==> src/rtl/servo_ramp_ctrl.sv <==
// -----------------------------------------------------------------------------
// servo_ramp_ctrl
//
// Slew-rate-limited position sequencer feeding a multi-channel hobby-servo PWM
// block. Per-channel target/step commands arrive over a valid/ready handshake.
// Once per PWM frame a sweep walks every channel, one per clock, using a single
// shared subtract/compare/add datapath. Each sweep moves a channel's position
// toward its target by at most its step. A step of 0 jumps straight to target.
//
// Ports
//   clk50Mhz    in   1            system clock
//   rstn        in   1            asynchronous active-low reset
//   cmdValid    in   1            command present
//   cmdReady    out  1            command accepted when cmdValid && cmdReady
//   cmdIdx      in   IDX_W        target channel (>= NUM: consumed, ignored)
//   cmdPos      in   WIDTH        target position
//   cmdStep     in   WIDTH        max change per frame, 0 = jump
//   posArray    out  WIDTH*NUM    current positions, channel j at [WIDTH*j +: WIDTH]
//   atTarget    out  NUM          per-channel position == target
//   frameStart  out  1            one-cycle pulse on the first sweep cycle
// -----------------------------------------------------------------------------
module servo_ramp_ctrl #(
  parameter int WIDTH      = 16,
  parameter int NUM        = 4,
  parameter int IDX_W      = 2,
  parameter int FRAME_BITS = 20
) (
  input  logic                 clk50Mhz,
  input  logic                 rstn,
  input  logic                 cmdValid,
  output logic                 cmdReady,
  input  logic [IDX_W-1:0]     cmdIdx,
  input  logic [WIDTH-1:0]     cmdPos,
  input  logic [WIDTH-1:0]     cmdStep,
  output logic [WIDTH*NUM-1:0] posArray,
  output logic [NUM-1:0]       atTarget,
  output logic                 frameStart
);

  // Sweep index only has to count 0..NUM-1.
  localparam int SW = (NUM > 1) ? $clog2(NUM) : 1;
  localparam logic [WIDTH-1:0] CENTRE = {1'b1, {(WIDTH-1){1'b0}}};

  typedef enum logic {
    S_IDLE   = 1'b0,
    S_UPDATE = 1'b1
  } state_t;

  // ---------------------------------------------------------------------------
  // Registers
  // ---------------------------------------------------------------------------
  logic [FRAME_BITS-1:0] r_frame_cnt;
  state_t                r_state;
  logic [SW-1:0]         r_idx;
  logic                  r_frame_start;
  logic [WIDTH-1:0]      r_pos    [NUM];
  logic [WIDTH-1:0]      r_target [NUM];
  logic [WIDTH-1:0]      r_step   [NUM];
  logic [NUM-1:0]        r_at_target;

  // ---------------------------------------------------------------------------
  // Wires
  // ---------------------------------------------------------------------------
  logic             w_tick;
  state_t           w_state_next;
  logic [SW-1:0]    w_idx_next;
  logic             w_frame_start_next;
  logic             w_cmd_ready;
  logic             w_accept;
  logic             w_sweep;
  logic [WIDTH-1:0] w_cur_pos;
  logic [WIDTH-1:0] w_cur_tgt;
  logic [WIDTH-1:0] w_cur_step;
  logic             w_up;
  logic [WIDTH:0]   w_diff;
  logic             w_jump;
  logic [WIDTH-1:0] w_new_pos;

  // ---------------------------------------------------------------------------
  // Frame counter: free-running, tick on the all-ones count (PWM wrap point).
  // ---------------------------------------------------------------------------
  // NOTE: clocked state is always written with non-blocking assignments so every
  // register samples pre-edge values, independent of block ordering.
  always_ff @(posedge clk50Mhz or negedge rstn) begin
    if (!rstn) begin
      r_frame_cnt <= '0;
    end else begin
      r_frame_cnt <= r_frame_cnt + 1'b1;
    end
  end

  assign w_tick = &r_frame_cnt;

  // ---------------------------------------------------------------------------
  // Sweep FSM: state register
  // ---------------------------------------------------------------------------
  always_ff @(posedge clk50Mhz or negedge rstn) begin
    if (!rstn) begin
      r_state       <= S_IDLE;
      r_idx         <= '0;
      r_frame_start <= 1'b0;
    end else begin
      r_state       <= w_state_next;
      r_idx         <= w_idx_next;
      r_frame_start <= w_frame_start_next;
    end
  end

  // ---------------------------------------------------------------------------
  // Sweep FSM: next state and outputs
  // ---------------------------------------------------------------------------
  // NOTE: every signal driven here gets a default first, so no path through the
  // case leaves a value unassigned and no latch is inferred.
  always_comb begin
    w_state_next       = r_state;
    w_idx_next         = r_idx;
    w_frame_start_next = 1'b0;
    w_cmd_ready        = 1'b0;
    unique case (r_state)
      S_IDLE: begin
        // Refuse commands on the tick cycle so none lands while a sweep starts.
        w_cmd_ready = !w_tick;
        if (w_tick) begin
          w_state_next       = S_UPDATE;
          w_idx_next         = '0;
          w_frame_start_next = 1'b1;
        end
      end
      S_UPDATE: begin
        if (r_idx == SW'(NUM - 1)) begin
          w_state_next = S_IDLE;
          w_idx_next   = '0;
        end else begin
          w_idx_next = r_idx + 1'b1;
        end
      end
      default: begin
        w_state_next = S_IDLE;
        w_idx_next   = '0;
      end
    endcase
  end

  assign w_accept = cmdValid && w_cmd_ready;
  assign w_sweep  = (r_state == S_UPDATE);

  // ---------------------------------------------------------------------------
  // Shared datapath: select the channel under sweep, then apply the slew rule.
  // ---------------------------------------------------------------------------
  always_comb begin
    w_cur_pos  = '0;
    w_cur_tgt  = '0;
    w_cur_step = '0;
    for (int j = 0; j < NUM; j++) begin
      if (r_idx == SW'(j)) begin
        w_cur_pos  = r_pos[j];
        w_cur_tgt  = r_target[j];
        w_cur_step = r_step[j];
      end
    end
  end

  // Distance is taken one bit wider so the subtraction can never wrap. When the
  // distance exceeds the step, pos +/- step stays strictly between pos and
  // target, so the narrower result cannot overflow either.
  assign w_up      = (w_cur_tgt > w_cur_pos);
  assign w_diff    = w_up ? ({1'b0, w_cur_tgt} - {1'b0, w_cur_pos})
                          : ({1'b0, w_cur_pos} - {1'b0, w_cur_tgt});
  assign w_jump    = (w_cur_step == '0) || (w_diff <= {1'b0, w_cur_step});
  assign w_new_pos = w_jump ? w_cur_tgt
                   : (w_up ? (w_cur_pos + w_cur_step) : (w_cur_pos - w_cur_step));

  // ---------------------------------------------------------------------------
  // Per-channel state. Commands are only taken in IDLE and sweeps only run in
  // UPDATE, so the two write paths never collide on the same cycle.
  // ---------------------------------------------------------------------------
  // NOTE: these small register arrays are reset explicitly because the centred
  // power-up position is functional behaviour; a large RAM would not be.
  always_ff @(posedge clk50Mhz or negedge rstn) begin
    if (!rstn) begin
      for (int j = 0; j < NUM; j++) begin
        r_pos[j]    <= CENTRE;
        r_target[j] <= CENTRE;
        r_step[j]   <= '0;
      end
      r_at_target <= '1;
    end else begin
      for (int j = 0; j < NUM; j++) begin
        // An out-of-range cmdIdx matches no channel: consumed, no effect.
        if (w_accept && (cmdIdx == IDX_W'(j))) begin
          r_target[j]    <= cmdPos;
          r_step[j]      <= cmdStep;
          r_at_target[j] <= (r_pos[j] == cmdPos);
        end else if (w_sweep && (r_idx == SW'(j))) begin
          r_pos[j]       <= w_new_pos;
          r_at_target[j] <= (w_new_pos == w_cur_tgt);
        end
      end
    end
  end

  // ---------------------------------------------------------------------------
  // Outputs
  // ---------------------------------------------------------------------------
  for (genvar g = 0; g < NUM; g++) begin : g_pos_out
    assign posArray[WIDTH*g +: WIDTH] = r_pos[g];
  end

  assign atTarget   = r_at_target;
  assign frameStart = r_frame_start;
  assign cmdReady   = w_cmd_ready;

endmodule
==> config.mk <==
export PLATFORM = sky130hd
export DESIGN_NAME = servo_ramp_ctrl
export DESIGN_NICKNAME = d
export VERILOG_FILES = /design/src/rtl/servo_ramp_ctrl.sv
export SDC_FILE = /design/constraint.sdc
export NUM_CORES = 1
export LEC_CHECK = 0
export CAP_MARGIN = 15
export CORE_ASPECT_RATIO = 1.1
export CORE_MARGIN = 3
export CORE_UTILIZATION = 64
export CTS_CLUSTER_DIAMETER = 100
export CTS_CLUSTER_SIZE = 25
export DETAILED_ROUTE_END_ITERATION = 10
export HOLD_SLACK_MARGIN = 0.03
export MAX_ROUTING_LAYER = met4
export PLACE_DENSITY = 0.95
export RECOVER_POWER = 50
export SKIP_LAST_GASP = 1
export SLEW_MARGIN = 10
export SYNTH_ARGS = -nofsm -noshare
export SYNTH_HDL_FRONTEND = slang
export SYNTH_SLANG_ARGS = --single-unit
==> constraint.sdc <==
create_clock -name clk50Mhz -period 19.5 [get_ports clk50Mhz]
set_input_delay 2.925 -clock clk50Mhz [delete_from_list [all_inputs] [get_ports clk50Mhz]]
set_output_delay 2.925 -clock clk50Mhz [all_outputs]
set_load 0.01 [all_outputs]
* Word-level counts from Yosys, hierarchy flattened
Cells that the tools add are included.
** Operators by class
- Add/sub/neg operators :: 6
- $lt $le $gt $ge :: 2
- Eq/ne operators :: 12
- Muxes and demuxes :: 31
- Bitwise logic cells :: 5
- Reduce and logical (&&, ||, !) cells :: 23
** Operator list (number)
- $mux W16 :: 14
- $eq A16 B16 Y1 :: 5
- $sub A16 B16 Y17 :: 2
- $add A20 B1 Y20 const B :: 1
- $reduce_and A20 Y1 :: 1
- $le A17 B16 Y1 :: 1
- $mux W17 :: 1
- $add A16 B16 Y16 :: 1
- $gt A16 B16 Y1 :: 1
- $logic_not A16 Y1 :: 1
- $sub A16 B16 Y16 :: 1
- $mux W1 :: 12
- $logic_and A1 B1 Y1 :: 9
- $eq A2 B2 Y1 const B :: 4
- $reduce_and A2 Y1 :: 4
- $reduce_bool A2 Y1 :: 4
- $not A1 Y1 :: 5
- $eq A2 B1 Y1 const B :: 2
- $logic_not A2 Y1 :: 2
- $mux W2 :: 2
- $pmux W2 S2 :: 1
- $add A2 B1 Y2 const B :: 1
- $ne A2 B2 Y1 const B :: 1
- $pmux W1 S2 :: 1
- other kinds (2) :: 2
** Word-level totals
- Bits in registers :: 220
- Input bits :: 37
- Output and inout port bits :: 70

* Longest topological paths before layout
- Depth after elaboration :: 13
- Mapped depth :: 38
- Gate-level depth less buffers :: 31

* Worst setup path after synthesis
No wires, ideal clock.
- Kind :: register to register
- Start point :: reg r_idx[1]
- End point :: reg r_at_target[1] (netlist: atTarget[1])
- Library setup time :: 0.091 ns
- Arrival time :: 7.198 ns
- Slack :: 12.212 ns
- Cell stages (with the launch flop) :: 37
- Buffers on the path :: 10
- Period minus slack after synthesis :: 7.288 ns
- Cell sequence :: dfrtp_1 inv_1 ha_1 buf_2 clkbuf_1 buf_2 buf_2 clkbuf_1 clkbuf_1 nor2_1 a21oi_1 nor2_1 a21oi_1 nor2_1 a21oi_1 inv_1 ha_1 buf_2 and4_4 nor4b_4 or3b_1 o21a_1 nand2_2 clkbuf_1 clkbuf_1 o21ai_0 xnor2_1 ha_1 clkbuf_1 a21o_1 a21o_1 a211o_1 a21oi_2 o21ai_0 a31oi_1 xnor3_1 o31ai_1
** Between the ends
- Cells in the longest elaborated chain, start to end :: 13
- Elaborated cells on any way between the ends :: 32
- Those cells by class :: add/sub (4); order compare (2); eq/ne (4); mux (17); reduce/logical (5)
** Ends and longest elaborated chain
- start, declared :: line 54 : logic [SW-1:0] r_idx;
- start signal, assigned :: line 104 : r_idx <= w_idx_next;
- $logic_not A2 Y1 :: line 155 : if (r_idx == SW'(j)) begin
- $mux W16 (4 in a row) :: line 155
- $sub A16 B16 Y17 (tied with other cells) :: line 168 : : ({1'b0, w_cur_pos} - {1'b0, w_cur_tgt});
- $mux W17 :: line 167 : assign w_diff = w_up ? ({1'b0, w_cur_tgt} - {1'b0, w_cur_pos})
- $le A17 B16 Y1 :: line 169 : assign w_jump = (w_cur_step == '0) || (w_diff <= {1'b0, w_cur_step});
- $logic_or A1 B1 Y1 :: line 169
- $mux W16 :: line 170 : assign w_new_pos = w_jump ? w_cur_tgt
- $eq A16 B16 Y1 :: line 196 : r_at_target[j] <= (w_new_pos == w_cur_tgt);
- $mux W1 :: line 194 : end else if (w_sweep && (r_idx == SW'(j))) begin
- $mux W1 :: line 190 : if (w_accept && (cmdIdx == IDX_W'(j))) begin
- end signal, assigned by index :: line 193 : r_at_target[j] <= (r_pos[j] == cmdPos);
- end signal, assigned by index :: line 196
- end, declared :: line 59 : logic [NUM-1:0] r_at_target;
Several ways; a longest one is shown, not always the timed one. The select of a mux whose other input is x is not followed.
A chain may end at the register's enable or synchronous reset.

==> impl_metrics.toml <==
[layout]
synthToLayoutAreaGrowth_pct = 11.2
final_layout_size_suffix_gt1_frac = 0.130
n_antenna_cell = 0
seqCellArea_sq_mm = 0.00552
final_cells = 1826
fin_nets = 1640
multi_input_area_sq_mm = 0.00800
fillers = 1476

[power_and_ir_drop]
switching_share = 0.374
switching_power_w = 0.000513
intPower_w = 0.000859
p_per_area_mw_per_mm2 = 87.3
p_leak_nw = 7.03
pwr-share-comb = 0.397
peakVddDrop_uv = 93.5
clockPowerShare = 0.212
p_seq_frac = 0.391

[setup_path]
cp-start-kind = "primary input"
r2r-end = "posArray[34]"
end_kind = "async pin"
rrSetupSlack_ps = 11380
worstPathRequired_ps = 20040
r2r-start = "r_idx[1]"
crit_cells = 3
slowest_delay_ps = 3200
reg2regPathDepth = 27
critical_path.max_fanout = 83
cp_cell_sequence = "clkbuf_1 -> clkbuf_1 -> buf_4"
crit_slowest_cell = "clkbuf_1"
cpMostUsedCell = "clkbuf_1"
path_class = "in2async"
crit_arrival_ps = 10090
setup.worst_path.start = "rstn"
endpoint = "r_step[34]"
cp_top_family = "buffers and inverters"
worst-path-buf-inv = 3

[place]
hpwl_microns = 31200
pre_cts_slack_ps = 11590
gp_congestion = 0.973
place_inst = 1803
io_buffers = 106

[floorplanning]
ioPinCount = 107
rows = 56
die_y_microns = 162
fp.coreArea_sq_mm = 0.0215
dieArea_sq_mm = 0.0239
initial_utilization = 0.657
die_width_microns = 148

[yosys]
ys_seq_elements = 220
synth_area_sq_mm = 0.0141
synthArstFlopShare = 1.00
yosys_warnings = 0
synth_edf_count = 0
syn_avg_cell_area_sq_um = 9.48
seq_area_frac_synth = 0.391
synth_cells = 1490
synthesis.nets = 1599
ys.flop_type = "dfrtp_1"
synth_cell_type_count = 78

[timing]
finalCritPeriodShare = 0.490
maxSlewHeadroom = -2.10
fin_ws_ps = 9940
maxSlewViolCount = 267
hold_viol = 0
rsz0062_at_grt = "no"
setup_tns_ps = 0
clock-skew-final_ps = 31.0
finalSetupViolCount = 0
tightest_slew_ps = 4640
fin_crit_ps = 9560
fmax_mhz = 105

[drt]
wl_microns = 43100
drc = 0
wl_met2_microns = 20500
dr_wl_met3_microns = 4430
wl_per_cell_microns = 23.6
drt-vias-per-instance = 6.76
num_vias = 12300
ant_nets = 0
dr.pass1.iters = 7
wl_met1_microns = 16300
top_layer_used = "met4"
drtIter0Drc = 1344

[min_path]
hp-class = "reg2reg"

[global_routing]
grt_pass1_wl_microns = 66700
first_global_vias = 12100
antenna_found_initial = 0
grt_use_total = 0.362
grt_start_max_net_pins = 92
overflow = 0

[clock_network]
clk_pin_slew_ps = 90
cts.sinks = 220
cts_root_buffer = "clkbuf_16"
cts-htree-levels = 1
cts_made_buffers = 13
clk_latency_ps = 500
cts_tree = "done"
clock_path_buffers = 3
post_cts_buffers = 0
cts_resized = 0
postCtsHoldBufs = 0

[status]
outcome = "finished with violations"
violations = "capacitance limit, slew limit"

[flow_run]
drv_cap = 5
-- sequential cells by signal (all words and copies together) (netlist names) --
register	count
r_state	1
frameStart	1
r_target	64
r_step	64
atTarget	4
posArray	64
r_idx	2
r_frame_cnt	20
-- power groups by stage --
stage / Combinational [W] / Clock, W / Sequential, W
after floorplan: 0.000390 / 0 / 0.000534
after global placement: 0.000513 / 0 / 0.000538
after detailed placement: 0.000527 / 0 / 0.000543
after CTS: 0.000530 / 0.000291 / 0.000534
after global routing: 0.000582 / 0.000307 / 0.000541
final: 0.000545 / 0.000291 / 0.000537
-- kinds of logic (layout without fill, tap and decap cells) --
| kind of cell | count (synthesis) | count (layout) | share of synthesized area |
|---|---|---|---|
| AO/OA/AOI/OAI | 356 | 356 | 0.158 |
| XOR/XNOR | 133 | 133 | 0.0844 |
| adder cells (fa/ha/maj) | 72 | 72 | 0.0654 |
| buffers and inverters | 157 | 203 | 0.0448 |
| flip-flops | 220 | 220 | 0.391 |
| multiplexers | 159 | 159 | 0.125 |
| AND/OR/NAND/NOR | 393 | 393 | 0.132 |
-- cell type report --
class | count | area share
multi-input cells | 1113 | 0.509
clock buffers | 17 | 0.0223
well taps | 290 | 0.0231
inverters | 60 | 0.0143
repair buffers | 123 | 0.0773
flip-flops and latches | 220 | 0.351
clock inverters | 3 | 0.00239
-- routing by layer --
layer | GRT usage | vias up
li1 | - | 5341
met1 | 0.464 | 6023
met2 | 0.574 | 788
met3 | 0.0706 | 185
met4 | 0.140 | 0
met5 | - | -
-- metrics by stage --
step           instance area, sq um  utilization  total power [W]  hold slack (ps)
3_5_place_dp                  15300        0.710          0.00107              458
6_report                      15700        0.730          0.00137              468
5_1_grt                       15700        0.730          0.00143              495
4_1_cts                       15700        0.728          0.00136              472
2_1_floorplan                 14100            -         0.000923              436
3_3_place_gp                  15300        0.710          0.00105              452
-- synthesized netlist by cell type, drive strengths merged (9+ instances only) --
cell type / count / area (sq um)
dfrtp: 208 / 5200
nand2: 169 / 637
mux2: 138 / 1550
a21oi: 120 / 604
o21ai: 97 / 489
nor2: 89 / 334
xnor2: 79 / 692
ha: 69 / 863
clkbuf: 66 / 248
inv: 60 / 225
xor2: 52 / 455
buf: 31 / 160
nand3: 23 / 115
mux2i: 21 / 210
a21o: 20 / 150
nand4: 20 / 131
o211ai: 19 / 143
nor4: 15 / 93.8
nor2b: 14 / 87.6
dfstp: 12 / 315
nor3: 12 / 60.1
a22oi: 9 / 67.6
o31ai: 9 / 67.6
-- how the worst min path moves through the flow --
stage | from | endpoint | slack [ps] | depth (start not counted)
final | r_frame_cnt[0] | r_frame_cnt[0] | 470 | 1
after global placement | r_frame_cnt[10] | r_frame_cnt[10] | 450 | 1
after floorplan | r_frame_cnt[0] | r_frame_cnt[0] | 440 | 1
after detailed placement | r_frame_cnt[0] | r_frame_cnt[0] | 460 | 1
after global routing | r_frame_cnt[8] | r_frame_cnt[8] | 490 | 1
after CTS | r_frame_cnt[0] | r_frame_cnt[0] | 470 | 1
-- worst register-to-register path, delay by kind of cell, from the launching register on --
family                   cells  cell delay, ps
XOR/XNOR                     1             170
AND/OR/NAND/NOR              7            1870
multiplexers                 1             470
AO/OA/AOI/OAI               12            2890
flip-flops                   1             420
buffers and inverters        3            1110
adder cells (fa/ha/maj)      3            1050
-- cell usage in the layout, fill, tap and decap left out, types with 21 or more instances in the layout --
cell / count
nor2_1: 89
a21oi_1: 119
o21ai_0: 76
inv_1: 60
mux2i_1: 21
xor2_1: 52
xnor2_1: 79
ha_1: 65
clkdlybuf4s50_1: 104
mux2_2: 135
dfrtp_1: 208
nand3_1: 23
nand2_1: 168
(Power assumes the default switching activity.)
